File: src/rtl/vmem_pkg.sv
// Shared definitions for the RGB444 video memory: geometry, address/pixel types, writer FSM states.
// Used by the write master and the display read path.
package vmem_pkg;
    localparam int H_RES     = 640;
    localparam int V_RES     = 480;
    localparam int ADDR_W    = 19;
    localparam int PIX_W     = 12;
    localparam int FRAME_PIX = H_RES * V_RES;

    typedef logic [PIX_W-1:0]  pix_t;
    typedef logic [ADDR_W-1:0] vaddr_t;

    typedef enum logic {
        IDLE  = 1'b0,
        CLEAR = 1'b1
    } state_t;
endpackage

File: src/rtl/vmem_addr_calc.sv
// Combinational (x,y) -> linear video address, y*640 built as (y<<9)+(y<<7) plus x.
// Out-of-range coordinates wrap to ADDR_W bits.
module vmem_addr_calc
    import vmem_pkg::*;
(
    input  logic [9:0] x,
    input  logic [9:0] y,
    output vaddr_t     addr
);
    // 20 bits holds the largest possible sum, 1023*640+1023.
    logic [19:0] full_sum;

    always_comb begin
        full_sum = {1'b0, y, 9'b0} + {3'b0, y, 7'b0} + {10'b0, x};
        addr     = full_sum[ADDR_W-1:0];
    end
endmodule

File: src/rtl/vmem_writer.sv
// Write-side master for the video RAM: pixel writes over valid/ready plus a full-frame clear sweep.
// Optional VMEM_WR_BOUNDS_EN drops off-screen pixels and flags them on a sticky oob_err output.
module vmem_writer #(
    parameter int V_RES = vmem_pkg::V_RES
) (
    input  logic             clk,
    input  logic             rst,
    input  logic             in_valid,
    output logic             in_ready,
    input  logic [9:0]       in_x,
    input  logic [9:0]       in_y,
    input  vmem_pkg::pix_t   in_data,
    input  logic             clr_start,
    input  vmem_pkg::pix_t   clr_color,
    output logic             busy,
    output logic             clr_done,
    output vmem_pkg::vaddr_t wr_addr,
    output vmem_pkg::pix_t   wr_data,
    output logic             wr_en,
`ifdef VMEM_WR_BOUNDS_EN
    output logic             oob_err,
`endif
    output vmem_pkg::state_t dbg_state
);
    import vmem_pkg::*;

    // Handshake: a pixel transfers on any rising edge where in_valid and in_ready are both 1;
    // in_ready is registered and depends only on state, never on in_valid.
    // The line pitch is fixed at 640 by the shift-add; V_RES only sets the sweep length.
    localparam vaddr_t FRAME_END = vaddr_t'(H_RES * V_RES);

    state_t state_q, state_d;
    vaddr_t cnt_q, cnt_d;
    vaddr_t wr_addr_q, wr_addr_d;
    pix_t   wr_data_q, wr_data_d;
    pix_t   color_q, color_d;
    logic   wr_en_q, wr_en_d;
    logic   busy_q, busy_d;
    logic   clr_done_q, clr_done_d;
    logic   in_ready_q, in_ready_d;
    logic   oob_q, oob_d;
    logic   accept;
    logic   pix_ok;
    vaddr_t pix_addr;

    vmem_addr_calc u_addr_calc (
        .x    (in_x),
        .y    (in_y),
        .addr (pix_addr)
    );

`ifdef VMEM_WR_BOUNDS_EN
    localparam logic [9:0] H_LIM = 10'(H_RES);
    localparam logic [9:0] V_LIM = 10'(V_RES);
    assign pix_ok  = (in_x < H_LIM) && (in_y < V_LIM);
    assign oob_err = oob_q;
`else
    assign pix_ok = 1'b1;
`endif

    assign accept = in_valid & in_ready_q;

    always_comb begin
        state_d    = state_q;
        cnt_d      = cnt_q;
        wr_addr_d  = wr_addr_q;
        wr_data_d  = wr_data_q;
        color_d    = color_q;
        wr_en_d    = 1'b0;
        clr_done_d = 1'b0;
        oob_d      = oob_q;
        case (state_q)
            IDLE: begin
                if (clr_start) begin
                    oob_d = 1'b0;
                end
                if (accept && pix_ok) begin
                    wr_en_d   = 1'b1;
                    wr_addr_d = pix_addr;
                    wr_data_d = in_data;
                end else if (accept) begin
                    oob_d = 1'b1;
                end
                // A pixel accepted alongside clr_start still writes; the sweep follows next cycle.
                if (clr_start) begin
                    state_d = CLEAR;
                    cnt_d   = '0;
                    color_d = clr_color;
                end
            end
            CLEAR: begin
                if (cnt_q == FRAME_END) begin
                    state_d    = IDLE;
                    clr_done_d = 1'b1;
                end else begin
                    wr_en_d   = 1'b1;
                    wr_addr_d = cnt_q;
                    wr_data_d = color_q;
                    cnt_d     = cnt_q + vaddr_t'(1);
                end
            end
            default: state_d = IDLE;
        endcase
        busy_d     = (state_d == CLEAR);
        in_ready_d = (state_d == IDLE);
    end

    always_ff @(posedge clk) begin
        if (rst) begin
            state_q    <= IDLE;
            cnt_q      <= '0;
            wr_addr_q  <= '0;
            wr_data_q  <= '0;
            color_q    <= '0;
            wr_en_q    <= 1'b0;
            busy_q     <= 1'b0;
            clr_done_q <= 1'b0;
            in_ready_q <= 1'b0;
            oob_q      <= 1'b0;
        end else begin
            state_q    <= state_d;
            cnt_q      <= cnt_d;
            wr_addr_q  <= wr_addr_d;
            wr_data_q  <= wr_data_d;
            color_q    <= color_d;
            wr_en_q    <= wr_en_d;
            busy_q     <= busy_d;
            clr_done_q <= clr_done_d;
            in_ready_q <= in_ready_d;
            oob_q      <= oob_d;
        end
    end

    assign in_ready  = in_ready_q;
    assign busy      = busy_q;
    assign clr_done  = clr_done_q;
    assign wr_addr   = wr_addr_q;
    assign wr_data   = wr_data_q;
    assign wr_en     = wr_en_q;
    assign dbg_state = state_q;
endmodule

File: config.mk
export PLATFORM = sky130hd
export DESIGN_NAME = vmem_writer
export DESIGN_NICKNAME = d
export VERILOG_FILES = /design/src/rtl/vmem_pkg.sv /design/src/rtl/vmem_addr_calc.sv /design/src/rtl/vmem_writer.sv
export SDC_FILE = /design/constraint.sdc
export NUM_CORES = 1
export LEC_CHECK = 0
export CAP_MARGIN = 0
export CORE_ASPECT_RATIO = 0.8
export CORE_MARGIN = 10
export CORE_UTILIZATION = 41
export DETAILED_ROUTE_END_ITERATION = 10
export PLACE_DENSITY = 0.68
export SLEW_MARGIN = 20
export SYNTH_ARGS = -nofsm -noshare
export SYNTH_HDL_FRONTEND = slang
export SYNTH_SLANG_ARGS = --single-unit
export TNS_END_PERCENT = 10
File: constraint.sdc
create_clock -name clk -period 3.45 [get_ports clk]
set_input_delay 0.345 -clock clk [delete_from_list [all_inputs] [get_ports clk]]
set_output_delay 0.345 -clock clk [all_outputs]
set_load 0.005 [all_outputs]
==> results_tabular.tex <==
\begin{tabular}{lr}
\hline
Metric & Value \\
\hline
\multicolumn{2}{l}{\textbf{Synthesis}} \\
\quad Main combinational cell family by area after synthesis & compound AO/OA/AOI/OAI gates \\
\quad Avg Cell Area, Syn & 9.07 um2 \\
\quad Post-synth design cell area & 3590 um2 \\
\quad Count of state elements after synthesis & 66 \\
\quad Post-Synthesis Cells & 396 \\
\quad Net Count, Synth & 467 \\
\quad Top cells by area in the synthesized netlist & dfxtp\_1 37\%, a211oi\_2 8.4\%, ha\_1 7.3\%, mux2i\_1 6.7\%, nor2\_1 4.4\% \\
\quad Mux cell area share after synthesis & 6.69\% \\
\quad Post-synth EDFFs & 0 \\
\quad Syn. warnings & 0 \\
\quad Proportion of synthesized flip-flops having asynchronous set or reset & 0\% \\
\quad Sequential area share after synthesis & 36.8\% \\
\quad Xor and xnor fraction of the mapped netlist area & 2.19\% \\
\quad Synthesized-area fraction occupied by ao, oa, aoi and oai cells & 21.2\% \\
\quad Most common cell in the synthesized netlist & dfxtp\_1 \\
\quad Most used flip-flop cell after synthesis & dfxtp\_1 \\
\quad Post-synth top area cell & dfxtp\_1 \\
\quad Share of synthesized cell area in and, or, nand and nor gates & 19.5\% \\
\quad Adder-cell area share of the yosys netlist & 8.43\% \\
\quad Netlist cell types & 47 \\
\quad Commonest cells in the synthesized netlist & 66 x dfxtp\_1, 42 x nor2\_1, 38 x nand2\_1, 30 x a21oi\_1 \\
\quad Share of the synthesized area in the top cell type & 36.8\% \\
\multicolumn{2}{l}{\textbf{STA}} \\
\quad Maximum operating frequency & 330 MHz \\
\quad Sum Neg Setup Slack & 0 ns \\
\quad Endpoints failing setup & 0 \\
\quad Unrepaired setup endpoints after global routing & false \\
\quad Shortest period the worst path allows & 3.03 ns \\
\quad Part of the cycle the worst path needs & 87.8\% \\
\quad Actual transition at the worst max-transition pin & 1.10 ns \\
\quad Worst Clk Skew & 0.00945 ns \\
\quad Rel. slew slack & 26.5\% \\
\quad Final Hold Vio Count & 0 \\
\quad Final slew viol count & 0 \\
\multicolumn{2}{l}{\textbf{Critical path}} \\
\quad Critical Path End Type & flop \\
\quad Kind of launch point of the worst setup path & input pin \\
\quad Crit path max-delay family & adder cells \\
\quad Setup CP Type & in2reg \\
\quad Cell breakdown of the critical path & clkdlybuf4s50\_1 > inv\_1 > fa\_1 > inv\_1 > fa\_1 > a21o\_1 > a221oi\_1 > o21ai\_0 > xnor2\_1 > mux2i\_1 > a211oi\_2 \\
\quad Data required time at the worst endpoint & 3.63 ns \\
\quad Crit-path max cell delay & 0.51 ns \\
\quad Critical path data arrival time & 3.21 ns \\
\quad Critical path's slowest cell & fa\_1 \\
\quad Peak fanout along the critical path & 3 \\
\quad Buffers and inverters on the worst path & 3 \\
\multicolumn{2}{l}{\textbf{Clocking}} \\
\quad Gates resized, CTS repair & 0 \\
\quad Clk slew on worst S/H paths & 0.06 ns \\
\quad Clock tree from TritonCTS & yes \\
\quad Post-CTS setup-driven buffer insertion count & 0 \\
\quad Clock insertion delay at the later pin of the skew report & 0.35 ns \\
\quad Clock tree sinks & 66 \\
\quad Maximum buffer depth of the clock tree & 2 \\
\quad Number of CTS-inserted buffers & 9 \\
\quad Hold buffers post-CTS & 0 \\
\quad Root Buffer Master & clkbuf\_8 \\
\quad Level count of the clock H-tree & 3 \\
\multicolumn{2}{l}{\textbf{Outcome}} \\
\quad Outcome & finished, final reports clean \\
\multicolumn{2}{l}{\textbf{Global routing}} \\
\quad Initial antenna violation count & 0 \\
\quad Pin count of the biggest net entering global routing & 58 \\
\quad Total track usage & 14.1\% \\
\quad Global routing met2 resource utilization & 22.3\% \\
\quad Number of global-route vias before repair & 3,179 \\
\quad Layer carrying the most global-route usage & met2 \\
\quad Met3 routing resource usage after global routing & 6.42\% \\
\quad Met1 usage & 16.9\% \\
\quad Overall overflow remaining after global route & 0 \\
\quad Wire length of the first global-routing pass & 15,500 um \\
\multicolumn{2}{l}{\textbf{Floorplan}} \\
\quad Die Outline Area & 12,900 um2 \\
\quad Total I/O pin count & 84 \\
\quad Die Span X & 125 um \\
\quad Std cell rows & 30 \\
\quad Core region area & 8520 um2 \\
\quad Starting density of the core & 42.2\% \\
\quad Die H & 104 um \\
\multicolumn{2}{l}{\textbf{Cells and area}} \\
\quad Fraction of layout cells with a size suffix above 1 & 9.96\% \\
\quad Antenna Cells & 0 \\
\quad Final std cells w/o fill & 584 \\
\quad Area growth syn-to-layout & 29.4\% \\
\quad Final design instance area without fill & 4650 um2 \\
\quad Number of nets in the finished design & 539 \\
\multicolumn{2}{l}{\textbf{Detailed routing}} \\
\quad Count of nets left with antenna violations after detail routing & 0 \\
\quad Routed wire length & 9300 um \\
\quad Vias per std cell & 5.38 \\
\quad Number of vias in the routed layout & 3,141 \\
\quad Pre-antenna DRT Iters & 4 \\
\quad Initial DRC Count & 169 \\
\quad DRC violation count after routing & 0 \\
\quad Average detailed-routed wire length per instance & 15.9 um \\
\multicolumn{2}{l}{\textbf{Hold path}} \\
\quad Worst Hold Class & reg2reg \\
\multicolumn{2}{l}{\textbf{Place}} \\
\quad \# port buffers & 83 \\
\quad Routability cong. & 0.801 \\
\quad Half-perimeter wire length after detailed placement & 6960 um \\
\quad Total placed instance area & 4460 um2 \\
\quad \# placed instances & 569 \\
\multicolumn{2}{l}{\textbf{Power}} \\
\quad Leakage power total & 1.74 nW \\
\quad Max rail drop VDD & 0.000232 V \\
\quad P per Cell Area & 423 nW/um2 \\
\multicolumn{2}{l}{\textbf{Flow run}} \\
\quad Number of max-cap violations & 0 \\
\hline
\end{tabular}
## cells in the final DEF (no fill, tap or decap), types with 7 or more instances in the layout
cell / synthesis / routed
nand2_1: 38 / 38
mux2i_1: 24 / 24
o21ai_0: 8 / 8
a21oi_1: 30 / 30
inv_1: 11 / 11
dfxtp_1: 66 / 65
nand4_1: 7 / 7
nor3_1: 7 / 7
nand4b_1: 11 / 11
nand3_1: 7 / 7
clkdlybuf4s50_1: 0 / 82
o31ai_1: 8 / 8
clkbuf_8: 0 / 10
ha_1: 21 / 21
a211oi_2: 24 / 24
nor2_1: 42 / 42
## worst register-to-register path: stages, from the launching register on
cell and delay, ns:
dfxtp_2 0.81, nor2_1 0.25, or2_2 0.59, buf_12 0.29
nor2_1 0.14, a211oi_2 0.06
## state kept, by name, summed over array words and instances, names as in the netlist
name      flops
cnt_q        19
clr_done      1
color_q      12
in_ready      1
wr_data      12
wr_en         1
busy          1
wr_addr      19
## worst paths after layout
check / startpoint / endpoint / slack (ns) / cells past startpoint
worst max-delay path: in_y[0] / wr_addr[16]$_SDFFE_PP0P_ / 0.42 / 11
worst min-delay path: wr_addr[10]$_SDFFE_PP0P_ / wr_addr[10]$_SDFFE_PP0P_ / 0.46 / 2
worst max register to register: busy$_SDFF_PP0_ / wr_data[8]$_SDFFE_PP0P_ / 1.14 / 5
worst min register to register: wr_addr[10]$_SDFFE_PP0P_ / wr_addr[10]$_SDFFE_PP0P_ / 0.46 / 2
## area by class of cell
cell class              instances  area (um2)
repair buffers                 88         876
clock inverters                 2        37.5
clock buffers                  13         149
inverters                      11        41.3
well taps                     112         140
fillers                       776        3870
flip-flops and latches         66        1320
multi-input cells             292        2080
## logic make-up (layout without fill, tap and decap cells)
logic type      Yosys count  after routing
compound gates           98             98
simple gates            138            138
mux                      24             24
fa+ha+maj                23             23
buf+inv                  38            114
flops                    66             66
xor+xnor                  9              9
## power by group
part	total [mW]	switching, mW	internal (mW)
clock network	0.634	0.283	0.351
logic	0.482	0.230	0.252
registers	0.852	0.0382	0.814
total	1.97	0.552	1.42
## routing by layer
layer	vias up	routed length [um]
li1	1579	-
met5	-	0
met1	1496	4070
met2	58	4390
met4	0	87
met3	8	742
## per-stage QoR
step	setup WS, ns	util, %	hold WS, ns	total power, mW
after CTS	0.457	54.6	0.460	2.00
final	0.422	54.6	0.456	1.97
after floorplan	0.822	-	0.436	1.15
after detailed placement	0.136	52.4	0.450	1.35
after global placement	0.179	52.4	0.445	1.35
after global routing	0.320	54.6	0.487	2.08
No activity file was read; power rests on OpenSTA's default activity.
